$ cat config.mk
export PLATFORM = sky130hd
export DESIGN_NAME = shutdown_sequencer
export DESIGN_NICKNAME = d
export VERILOG_FILES = /design/src/rtl/shutdown_sequencer.sv
export SDC_FILE = /design/constraint.sdc
export NUM_CORES = 1
export LEC_CHECK = 0
export CORE_MARGIN = 4
export CORE_UTILIZATION = 40
export DETAILED_ROUTE_END_ITERATION = 12
export PLACE_DENSITY_LB_ADDON = 0.25
export SYNTH_ARGS = -nofsm -noshare
export SYNTH_HDL_FRONTEND = slang
export SYNTH_SLANG_ARGS = --single-unit
$ cat constraint.sdc
create_clock -name clk -period 5.45 [get_ports clk]
set_input_delay 1.09 -clock clk [delete_from_list [all_inputs] [get_ports clk]]
set_output_delay 1.09 -clock clk [all_outputs]
set_load 0.01 [all_outputs]
$ cat src/rtl/shutdown_sequencer.sv
// Staged actuator sequencer: powers NUM_STAGES channels up in ascending order
// and down in descending order, waiting for feedback plus a settle delay on
// every step. Missing/lost feedback forces all channels off and latches a
// fault that only an explicit clear (with the machine stopped) releases.
//
// Ports:
//   clk, rst_n    clock, asynchronous active-low reset
//   shutdown_req  level request to stop the machine
//   stage_fb      per-channel energised feedback (pre-synchronised)
//   fault_clr     single-cycle fault clear pulse
//   stage_en      registered per-channel enable
//   busy          sequencing up or down
//   all_on        all channels on and confirmed
//   all_off       idle with all channels off
//   seq_fault     fault latched
//   fault_stage   channel index responsible for the last fault
module shutdown_sequencer #(
  parameter int unsigned NUM_STAGES      = 4,
  parameter int unsigned STAGE_DELAY_CYC = 240000,
  parameter int unsigned CONFIRM_TO_CYC  = 2400000,
  parameter int unsigned CNT_WIDTH       = 24
) (
  input  logic                  clk,
  input  logic                  rst_n,
  input  logic                  shutdown_req,
  input  logic [NUM_STAGES-1:0] stage_fb,
  input  logic                  fault_clr,
  output logic [NUM_STAGES-1:0] stage_en,
  output logic                  busy,
  output logic                  all_on,
  output logic                  all_off,
  output logic                  seq_fault,
  output logic [2:0]            fault_stage
);

  localparam int unsigned IDX_W = 3;
  localparam logic [IDX_W-1:0]     IDX_LAST    = IDX_W'(NUM_STAGES - 1);
  localparam logic [CNT_WIDTH-1:0] CONFIRM_END = CNT_WIDTH'(CONFIRM_TO_CYC - 1);
  localparam logic [CNT_WIDTH-1:0] SETTLE_END  = CNT_WIDTH'(STAGE_DELAY_CYC - 1);
  localparam logic [NUM_STAGES-1:0] ONE_HOT0   = NUM_STAGES'(1);

  typedef enum logic [2:0] {
    S_OFF,
    S_PWR_UP,
    S_ON,
    S_PWR_DOWN,
    S_FAULT
  } state_e;

  typedef enum logic {
    PH_CONFIRM,
    PH_SETTLE
  } phase_e;

  state_e                 state_q, state_d;
  phase_e                 phase_q, phase_d;
  logic [IDX_W-1:0]       idx_q, idx_d;
  logic [CNT_WIDTH-1:0]   cnt_q, cnt_d;
  logic [NUM_STAGES-1:0]  stage_en_q, stage_en_d;
  logic                   busy_q, busy_d;
  logic                   all_on_q, all_on_d;
  logic                   all_off_q, all_off_d;
  logic                   seq_fault_q, seq_fault_d;
  logic [2:0]             fault_stage_q, fault_stage_d;

  logic                   fb_cur_c;
  logic [IDX_W-1:0]       low_idx_c;
  logic [IDX_W-1:0]       idx_inc_c;
  logic [IDX_W-1:0]       idx_dec_c;

  // Feedback of the channel currently being sequenced.
  assign fb_cur_c  = |(stage_fb & (ONE_HOT0 << idx_q));
  assign idx_inc_c = idx_q + IDX_W'(1);
  assign idx_dec_c = idx_q - IDX_W'(1);

  // Lowest channel whose feedback is low (descending scan, last write wins).
  always_comb begin
    low_idx_c = '0;
    for (int i = int'(NUM_STAGES) - 1; i >= 0; i--) begin
      if ((stage_fb & (ONE_HOT0 << i)) == '0) begin
        low_idx_c = IDX_W'(i);
      end
    end
  end

  // State register and datapath flops.
  always_ff @(posedge clk or negedge rst_n) begin
    if (!rst_n) begin
      state_q       <= S_OFF;
      phase_q       <= PH_CONFIRM;
      idx_q         <= '0;
      cnt_q         <= '0;
      stage_en_q    <= '0;
      busy_q        <= 1'b0;
      all_on_q      <= 1'b0;
      all_off_q     <= 1'b1;
      seq_fault_q   <= 1'b0;
      fault_stage_q <= '0;
    end else begin
      state_q       <= state_d;
      phase_q       <= phase_d;
      idx_q         <= idx_d;
      cnt_q         <= cnt_d;
      stage_en_q    <= stage_en_d;
      busy_q        <= busy_d;
      all_on_q      <= all_on_d;
      all_off_q     <= all_off_d;
      seq_fault_q   <= seq_fault_d;
      fault_stage_q <= fault_stage_d;
    end
  end

  // Next-state and next-output logic.
  always_comb begin
    state_d       = state_q;
    phase_d       = phase_q;
    idx_d         = idx_q;
    cnt_d         = cnt_q;
    stage_en_d    = stage_en_q;
    fault_stage_d = fault_stage_q;

    case (state_q)
      S_OFF: begin
        if (!shutdown_req) begin
          state_d    = S_PWR_UP;
          phase_d    = PH_CONFIRM;
          idx_d      = '0;
          cnt_d      = '0;
          stage_en_d = ONE_HOT0;
        end
      end

      S_PWR_UP: begin
        if (shutdown_req) begin
          // Abort power-up: drop the channel in progress, then walk down.
          state_d    = S_PWR_DOWN;
          phase_d    = PH_CONFIRM;
          cnt_d      = '0;
          stage_en_d = stage_en_q & ~(ONE_HOT0 << idx_q);
        end else if (phase_q == PH_CONFIRM) begin
          if (fb_cur_c) begin
            phase_d = PH_SETTLE;
            cnt_d   = '0;
          end else if (cnt_q == CONFIRM_END) begin
            state_d       = S_FAULT;
            cnt_d         = '0;
            stage_en_d    = '0;
            fault_stage_d = idx_q;
          end else begin
            cnt_d = cnt_q + CNT_WIDTH'(1);
          end
        end else begin
          if (cnt_q == SETTLE_END) begin
            cnt_d = '0;
            if (idx_q < IDX_LAST) begin
              idx_d      = idx_inc_c;
              phase_d    = PH_CONFIRM;
              stage_en_d = stage_en_q | (ONE_HOT0 << idx_inc_c);
            end else begin
              state_d = S_ON;
              phase_d = PH_CONFIRM;
            end
          end else begin
            cnt_d = cnt_q + CNT_WIDTH'(1);
          end
        end
      end

      S_ON: begin
        // Lost feedback wins over a simultaneous shutdown request.
        if (stage_fb != '1) begin
          state_d       = S_FAULT;
          cnt_d         = '0;
          stage_en_d    = '0;
          fault_stage_d = low_idx_c;
        end else if (shutdown_req) begin
          state_d    = S_PWR_DOWN;
          phase_d    = PH_CONFIRM;
          idx_d      = IDX_LAST;
          cnt_d      = '0;
          stage_en_d = stage_en_q & ~(ONE_HOT0 << IDX_LAST);
        end
      end

      S_PWR_DOWN: begin
        // shutdown_req is deliberately ignored: a shutdown always completes.
        if (phase_q == PH_CONFIRM) begin
          if (!fb_cur_c) begin
            phase_d = PH_SETTLE;
            cnt_d   = '0;
          end else if (cnt_q == CONFIRM_END) begin
            state_d       = S_FAULT;
            cnt_d         = '0;
            stage_en_d    = '0;
            fault_stage_d = idx_q;
          end else begin
            cnt_d = cnt_q + CNT_WIDTH'(1);
          end
        end else begin
          if (cnt_q == SETTLE_END) begin
            cnt_d = '0;
            if (idx_q != '0) begin
              idx_d      = idx_dec_c;
              phase_d    = PH_CONFIRM;
              stage_en_d = stage_en_q & ~(ONE_HOT0 << idx_dec_c);
            end else begin
              state_d = S_OFF;
              phase_d = PH_CONFIRM;
            end
          end else begin
            cnt_d = cnt_q + CNT_WIDTH'(1);
          end
        end
      end

      S_FAULT: begin
        stage_en_d = '0;
        // Release only with the machine stopped and every channel confirmed off.
        if (fault_clr && shutdown_req && (stage_fb == '0)) begin
          state_d = S_OFF;
          phase_d = PH_CONFIRM;
          cnt_d   = '0;
        end
      end

      default: begin
        state_d    = S_OFF;
        phase_d    = PH_CONFIRM;
        idx_d      = '0;
        cnt_d      = '0;
        stage_en_d = '0;
      end
    endcase

    busy_d      = (state_d == S_PWR_UP) || (state_d == S_PWR_DOWN);
    all_on_d    = (state_d == S_ON);
    all_off_d   = (state_d == S_OFF);
    seq_fault_d = (state_d == S_FAULT);
  end

  assign stage_en    = stage_en_q;
  assign busy        = busy_q;
  assign all_on      = all_on_q;
  assign all_off     = all_off_q;
  assign seq_fault   = seq_fault_q;
  assign fault_stage = fault_stage_q;

endmodule

==> out/results.txt, run 1 <==
status - complete, no violations
part of the power in the clock network - 36.9%
vias in the first global route - 2619
area taken by multi-input logic gates - 0.001809 mm2
Final Max Tran Viols - 0
cell family with the largest share of critical-path delay - simple AND/OR/NAND/NOR gates
PortBufs - 18
largest fanout on the critical path - 19
Distinct cells, synth - 61
DRT antenna net count - 0
number of synthesis warnings - 0
number of nets produced by synthesis - 369
required time of the critical path - 5.68 ns
clock latency at the later pin of the worst-skew pair - 0.30 ns
number of DRC violations after detailed routing - 0
# nets final - 380
final period utilization - 66.93%
number of cells on the worst reg-to-reg path - 7
clock-pin slew on the worst setup and hold paths - 0.09 ns
TNS Setup - 0 ns
synthesized area divided by synthesized cell count - 8.439 um2
time the final worst path needs with I/O delays and setup - 3.647 ns
switch share - 26.26%
Comb power frac - 9.7%
RSZ-0062 raised after global routing - no
initial cell density of the core - 41.07%
Worst Setup Start Kind - input port
setup-violating endpoint count in the final report - 0
post-synthesis simple-gate area fraction - 29.15%
cell with the biggest individual delay on the critical path - sky130_fd_sc_hd__clkdlybuf4s50_1
maximum number of pins on one net before global-route repair - 43
Seq. cell area - 0.001052 mm2
Core ar. - 0.007253 mm2
DIE HEIGHT - 94.30 um
Worst Skew - 0.01233 ns
TritonRoute pass-1 iters - 5
kind of critical path - input port to register
Clock Tree Buf Depth - 2
crit path capture type - register
post-cts gate resize count - 0
number of top-level pins - 19
relative area change from synthesis to final layout - 11.68%
htree depth - 2
Critical path buffers and inverters - 1
reg2reg setup slack - 2.27 ns
Overall Global Routing Usage - 18.18%
Adder-Cell Fraction of Synth Area - 3.360%
chain of cells forming the critical path - clkdlybuf4s50_1 -> nor4b_4 -> o2111a_2 -> a211oi_2 -> or3_1 -> or4_4 -> o211ai_2
CTS Root Buffer Type - sky130_fd_sc_hd__clkbuf_8
Filler Cell Count - 731
cell area after synthesis - 0.002979 mm2
number of hold buffers added after CTS - 0
start point of the worst hold path - fault_stage[0]
power density over the cells - 204.8 mW/mm2
synthesized-area fraction occupied by xor and xnor cells - 1.176%
EDFF count, synth - 0
remaining max-slew budget at the tightest pin - 37.01%
clock sink total - 42
chip width - 94.30 um
count of final hold-check violations - 0
total clock buffers created by CTS - 5
number of cell rows - 31
largest vdd supply drop - 0.1156 mV
slew at the pin closest to its max-slew limit - 0.9448 ns
Worst Hold Endpoint - fault_stage[0]
internal power - 0.0005025 W
via-per-instance ratio - 6.037
PnR Total Power - 0.0006814 W
standby leakage power - 1.306 nW
Synth async-reset ratio - 100.0%
classification of the worst-slack hold path - register to register
number of standard cells after synthesis - 353
combinational family with the most area after synthesis - simple AND/OR/NAND/NOR gates
origin of the critical flop-to-flop path - cnt_q[0]
Die Area - 0.008892 mm2
Routed WL per cell - 16.44 um
flip-flop and latch count after synthesis - 42
slowest stage delay, CP - 0.68 ns
multiplexer share of the synthesized area - 2.520%
total routed wirelength - 7.626 mm
sequential fraction of design power - 53.4%
number of setup buffers added after CTS - 0
half-perimeter wire length after detailed placement - 5.426 mm
reported net switching power - 0.0001789 W
final RePlAce weighted congestion - 0.8640
global-route wire length before repair - 13.10 mm
worst setup path startpoint - shutdown_req
share of the yosys chip area belonging to registers - 35.32%
arrival time at the worst endpoint - 3.87 ns
worst r2r dst - cnt_q[9]
number of max-cap violations - 0
number of inserted diodes - 0
Initial DRC Count - 249
worst hold path stage count - 1
number of antenna violations at the first check in global routing - 0
TritonCTS clock tree - done
vias after detailed routing - 2801
maximum clock frequency - 274.2 MHz
commonest register cell after synthesis - sky130_fd_sc_hd__dfrtp_1
residual overflow from global routing - 0
share of the synthesized area in compound gates (AO/OA/AOI/OAI) - 24.53%
share of post-route cells with drive strength above 1 - 6.027%
-- logic make-up (layout without fill, tap and decap cells) --
kind of cell / Yosys count / after routing
compound gates: 108 / 108
xor+xnor: 4 / 4
fa+ha+maj: 8 / 8
buf+inv: 28 / 40
flops: 42 / 42
mux: 7 / 7
simple gates: 156 / 156
-- layer usage --
| layer | GRT usage, % | routed length [um] | up-vias |
|---|---|---|---|
| met5 | 0 | 0 | - |
| li1 | - | - | 1351 |
| met4 | 4.573 | 72 | 0 |
| met2 | 26.36 | 3344 | 105 |
| met3 | 2.965 | 439 | 9 |
| met1 | 27.90 | 3770 | 1336 |
-- layout make-up --
cell class	count	share of cell area (%)
multi-input combinational	283	54.38
sequential	42	31.63
timing repair buffer	19	5.491
tap	99	3.723
clock buffer	6	2.181
inverter	13	1.467
clock inverter	2	1.128
-- power groups by stage --
| stage | combinational, W | sequential, W | clock [W] |
|---|---|---|---|
| 2_1_floorplan | 0.0000446 | 0.000361 | 0 |
| 4_1_cts | 0.0000672 | 0.000363 | 0.000258 |
| 3_3_place_gp | 0.0000633 | 0.000368 | 0 |
| 5_1_grt | 0.0000743 | 0.000368 | 0.000269 |
| 6_report | 0.0000662 | 0.000364 | 0.000252 |
| 3_5_place_dp | 0.0000668 | 0.000370 | 0 |
-- registers in the layout, summed over array words and instances (netlist names) --
register and count:
state_q 3, all_on 1, seq_fault 1, idx_q 3, fault_stage 3, all_off 1, phase_q 1, busy 1
cnt_q 24, stage_en 4
-- metrics by stage --
step / setup WS, ns / hold WS (ns) / util [%] / instance area [um2] / instances
after floorplan: 2.640 / 0.4734 / - / 2979 / 353
after global placement: 1.523 / 0.4894 / 44.35 / 3217 / 456
after detailed placement: 1.499 / 0.4975 / 44.35 / 3217 / 456
after CTS: 1.815 / 0.5173 / 45.87 / 3327 / 464
after global routing: 1.672 / 0.5208 / 45.87 / 3327 / 464
final: 1.803 / 0.5144 / 45.87 / 3327 / 464
-- worst max path at each step --
| stage | slack (ns) | end | cells after the start |
|---|---|---|---|
| final | 1.80 | cnt_q[9] | 7 |
| after global routing | 1.67 | cnt_q[9] | 7 |
| after CTS | 1.81 | cnt_q[9] | 7 |
| after detailed placement | 1.50 | cnt_q[9] | 7 |
| after global placement | 1.52 | cnt_q[9] | 7 |
| after floorplan | 2.64 | cnt_q[9] | 7 |
-- worst register-to-register path, delay by kind of cell (launching register included) --
family	cells	cell delay [ns]
AND/OR/NAND/NOR	5	2.32
flip-flops	1	0.43
adder cells (fa/ha/maj)	1	0.24
AO/OA/AOI/OAI	1	0.07
-- cells in the mapped netlist, types with 8 or more instances --
| cell | instances | share of area [%] |
|---|---|---|
| sky130_fd_sc_hd__nand4_1 | 8 | 1.7 |
| sky130_fd_sc_hd__clkbuf_1 | 10 | 1.3 |
| sky130_fd_sc_hd__dfrtp_1 | 41 | 34 |
| sky130_fd_sc_hd__nand2_1 | 37 | 4.7 |
| sky130_fd_sc_hd__o21ai_0 | 28 | 4.7 |
| sky130_fd_sc_hd__a21o_1 | 11 | 2.8 |
| sky130_fd_sc_hd__nor2_1 | 23 | 2.9 |
| sky130_fd_sc_hd__a21oi_1 | 25 | 4.2 |
| sky130_fd_sc_hd__ha_1 | 8 | 3.4 |
| sky130_fd_sc_hd__and3_1 | 8 | 1.7 |
| sky130_fd_sc_hd__nand3_1 | 20 | 3.4 |
| sky130_fd_sc_hd__or3_1 | 8 | 1.7 |
| sky130_fd_sc_hd__nor3_1 | 9 | 1.5 |
| sky130_fd_sc_hd__inv_1 | 12 | 1.5 |
-- placed cells by master, fill, tap and decap left out, types with 4 or more instances in the layout --
| cell type | Yosys | routed |
|---|---|---|
| sky130_fd_sc_hd__dfrtp_1 | 41 | 41 |
| sky130_fd_sc_hd__nand2_1 | 37 | 37 |
| sky130_fd_sc_hd__o21ai_0 | 28 | 28 |
| sky130_fd_sc_hd__a21oi_1 | 25 | 25 |
| sky130_fd_sc_hd__nor2_1 | 23 | 23 |
| sky130_fd_sc_hd__nand3_1 | 20 | 20 |
| sky130_fd_sc_hd__clkdlybuf4s50_1 | 0 | 17 |
| sky130_fd_sc_hd__inv_1 | 12 | 12 |
| sky130_fd_sc_hd__a21o_1 | 11 | 11 |
| sky130_fd_sc_hd__nor3_1 | 9 | 9 |
| sky130_fd_sc_hd__or3_1 | 8 | 8 |
| sky130_fd_sc_hd__nand4_1 | 8 | 8 |
| sky130_fd_sc_hd__and3_1 | 8 | 8 |
| sky130_fd_sc_hd__ha_1 | 8 | 8 |
| sky130_fd_sc_hd__nor4b_1 | 5 | 5 |
| sky130_fd_sc_hd__nor3b_1 | 5 | 5 |
| sky130_fd_sc_hd__nor4_1 | 5 | 5 |
| sky130_fd_sc_hd__clkbuf_8 | 0 | 5 |
| sky130_fd_sc_hd__o211ai_1 | 4 | 4 |
| sky130_fd_sc_hd__a22oi_1 | 4 | 4 |
| sky130_fd_sc_hd__mux2_2 | 4 | 4 |
| sky130_fd_sc_hd__and2_1 | 4 | 4 |
| sky130_fd_sc_hd__a211oi_1 | 4 | 4 |
| sky130_fd_sc_hd__nand2b_1 | 4 | 4 |
| sky130_fd_sc_hd__o21bai_1 | 4 | 4 |
| sky130_fd_sc_hd__a22o_1 | 4 | 4 |
(Power assumes the default switching activity.)
==> run 2, diff against run 1 <==
clock period = 3.3 ns   (was 5.45 ns; I/O delays follow)
==> run 2 against run 1 <==
Effect of this change: die area is the same; clock power grew 100%; sequential share of layout area shrank 0.81 points; final cell count grew 1.7%; cell area grew 2.6%; count of clock-buffer cells in the layout shrank 1; utilization grew 1.2 points; first-iteration DRC count shrank 10%; worst hold slack lost 0.027 ns; global-route usage grew 0.72 points; worst setup slack lost 1.3 ns; largest cell class unchanged.
==> out/results.txt, run 2 (synthesized netlist as in run 1, its figures left out) <==
Final Core Density - 47.08% (was 45.87%)
TNS Setup - 0 ns (unchanged)
final RePlAce weighted congestion - 0.9045 (was 0.8640)
power density over the cells - 355.9 mW/mm2 (was 204.8 mW/mm2)
cell with the biggest individual delay on the critical path - sky130_fd_sc_hd__dfrtp_1 (was sky130_fd_sc_hd__clkdlybuf4s50_1)
clock sink total - 42 (unchanged)
remaining max-slew budget at the tightest pin - 38.19% (was 37.01%)
clock latency at the later pin of the worst-skew pair - 0.31 ns (was 0.30 ns)
number of antenna violations at the first check in global routing - 0 (unchanged)
reported net switching power - 0.0003073 W (was 0.0001789 W)
total routed wirelength - 7.991 mm (was 7.626 mm)
htree depth - 2 (unchanged)
number of DRC violations after detailed routing - 0 (unchanged)
Final Max Tran Viols - 0 (unchanged)
initial cell density of the core - 41.07% (unchanged)
slew at the pin closest to its max-slew limit - 0.9271 ns (was 0.9448 ns)
switch share - 25.29% (was 26.26%)
number of max-cap violations - 0 (unchanged)
final period utilization - 83.53%
classification of the worst-slack hold path - input port to async pin (was register to register)
maximum clock frequency - 362.8 MHz
Worst Skew - 0.01401 ns (was 0.01233 ns)
Clock Tree Buf Depth - 2 (unchanged)
most common cell after layout, fill and taps aside - sky130_fd_sc_hd__dfrtp_1 (unchanged)
vias after detailed routing - 2804 (was 2801)
DRT antenna net count - 0 (unchanged)
Worst Setup Start Kind - register (was input port)
residual overflow from global routing - 0 (unchanged)
number of setup buffers added after CTS - 0 (unchanged)
crit path capture type - register (unchanged)
kind of critical path - register to register (was input port to register)
Filler Cell Count - 702 (was 731)
clock-pin slew on the worst setup and hold paths - 0.10 ns (was 0.09 ns)
Overall Global Routing Usage - 18.90% (was 18.18%)
Initial DRC Count - 224 (was 249)
commonest cells after routing, fill and taps aside - 41 x sky130_fd_sc_hd__dfrtp_1, 37 x sky130_fd_sc_hd__nand2_1, 28 x sky130_fd_sc_hd__o21ai_0 (unchanged)
number of inserted diodes - 0 (unchanged)
# nets final - 388 (was 380)
largest fanout on the critical path - 8 (was 19)
largest vdd supply drop - 0.1530 mV (was 0.1156 mV)
cell family with the largest share of critical-path delay - compound AO/OA/AOI/OAI gates (was simple AND/OR/NAND/NOR gates)
minimum setup slack after placement - 0.2939 ns (was 1.499 ns)
number of cell rows - 31 (unchanged)
global-route wire length before repair - 13.49 mm (was 13.10 mm)
number of hold buffers added after CTS - 0 (unchanged)
CTS Root Buffer Type - sky130_fd_sc_hd__clkbuf_8 (unchanged)
RSZ-0062 raised after global routing - no (unchanged)
number of top-level pins - 19 (unchanged)
most frequent CP cell - sky130_fd_sc_hd__or3_1
setup-violating endpoint count in the final report - 0 (unchanged)
max FFs per register - 24 (unchanged)
relative area change from synthesis to final layout - 14.62% (was 11.68%)
status - complete, no violations (unchanged)
count of final hold-check violations - 0 (unchanged)
number of cells on the worst reg-to-reg path - 9 (was 7)
share of post-route cells with drive strength above 1 - 8.311% (was 6.027%)
reg2reg setup slack - 0.54 ns (was 2.27 ns)
slowest stage delay, CP - 0.51 ns (was 0.68 ns)
Finished Layout Cells - 472 (was 464)
vias in the first global route - 2646 (was 2619)
TritonCTS clock tree - done (unchanged)
chip width - 94.30 um (unchanged)
Routed WL per cell - 16.93 um (was 16.44 um)
maximum number of pins on one net before global-route repair - 43 (unchanged)
time the final worst path needs with I/O delays and setup - 2.757 ns
Comb power frac - 9.1% (was 9.7%)
part of the power in the clock network - 41.4% (was 36.9%)
internal power - 0.0009078 W (was 0.0005025 W)
DIE HEIGHT - 94.30 um (unchanged)
Critical path buffers and inverters - 2 (was 1)
standby leakage power - 1.365 nW (was 1.306 nW)
via-per-instance ratio - 5.941 (was 6.037)
required time of the critical path - 3.52 ns (was 5.68 ns)
Die Area - 0.008892 mm2 (unchanged)
chain of cells forming the critical path - inv_1 -> ha_1 -> a22oi_1 -> o2111a_2 -> a211oi_2 -> or3_1 -> buf_4 -> or3_1 -> o21ai_0 (was clkdlybuf4s50_1 -> nor4b_4 -> o2111a_2 -> a211oi_2 -> or3_1 -> or4_4 -> o211ai_2)
post-cts gate resize count - 0 (unchanged)
final worst-path setup slack - 0.5433 ns (was 1.803 ns)
number of cells on the critical path - 9 (was 7)
register name with the most flops - cnt_q (unchanged)
arrival time at the worst endpoint - 2.98 ns (was 3.87 ns)
# placed instances - 464 (was 456)
Core ar. - 0.007253 mm2 (unchanged)
sequential fraction of design power - 49.5% (was 53.4%)
PortBufs - 18 (unchanged)
TritonRoute pass-1 iters - 6 (was 5)
half-perimeter wire length after detailed placement - 5.700 mm (was 5.426 mm)
total clock buffers created by CTS - 5 (unchanged)
==> run 2: cell types whose count changed in the layout (fill, tap and decap cells not counted), sizes merged <==
cell / previous run / this run
clkbuf: 6 / 5
clkinv: 1 / 2
clkinvlp: 1 / 0
bufinv: 1 / 2
buf: 2 / 10
==> run 2: final timing paths <==
kind,start,to
worst max-delay path,idx_q[0],cnt_q[22]
worst min-delay path,rst_n,cnt_q[9]
worst max register to register,idx_q[0],cnt_q[22]
worst min register to register,fault_stage[1],fault_stage[1]
max in group asynchronous,rst_n,stage_en[2]
min in group clk,fault_stage[1],fault_stage[1]
==> run 2: metrics by stage <==
stage / total power, W / cell area, um2 / hold slack [ns]
finish: 0.001215 / 3415 / 0.4878
floorplan: 0.0006696 / 2979 / 0.3644
CTS: 0.001230 / 3415 / 0.5174
detailed placement: 0.0007212 / 3277 / 0.5049
global placement: 0.0007144 / 3277 / 0.4894
global route: 0.001273 / 3415 / 0.5415
==> run 2: cell type report <==
cell class              count  area, um2  area share (%)
multi-input cells         283       1809           52.99
flip-flops and latches     42       1052           30.82
repair buffers             27      242.7           7.109
well taps                  99      123.9           3.628
clock buffers               5      68.82           2.015
clock inverters             3      68.82           2.015
inverters                  13      48.80           1.429
==> run 2: power groups by stage <==
| stage | clock, W | combinational (W) | sequential (W) |
|---|---|---|---|
| 3_3_place_gp | 0 | 0.000107 | 0.000607 |
| 4_1_cts | 0.000518 | 0.000112 | 0.000599 |
| 6_report | 0.000503 | 0.000110 | 0.000601 |
| 2_1_floorplan | 0 | 0.0000736 | 0.000596 |
| 5_1_grt | 0.000539 | 0.000126 | 0.000608 |
| 3_5_place_dp | 0 | 0.000112 | 0.000609 |
==> run 2: metal layers <==
| layer | wire [um] | vias up | global-route usage (%) |
|---|---|---|---|
| met5 | 0 | - | 0 |
| met4 | 121 | 0 | 4.573 |
| li1 | - | 1358 | - |
| met2 | 3621 | 86 | 28.90 |
| met3 | 355 | 12 | 3.205 |
| met1 | 3893 | 1348 | 27.74 |
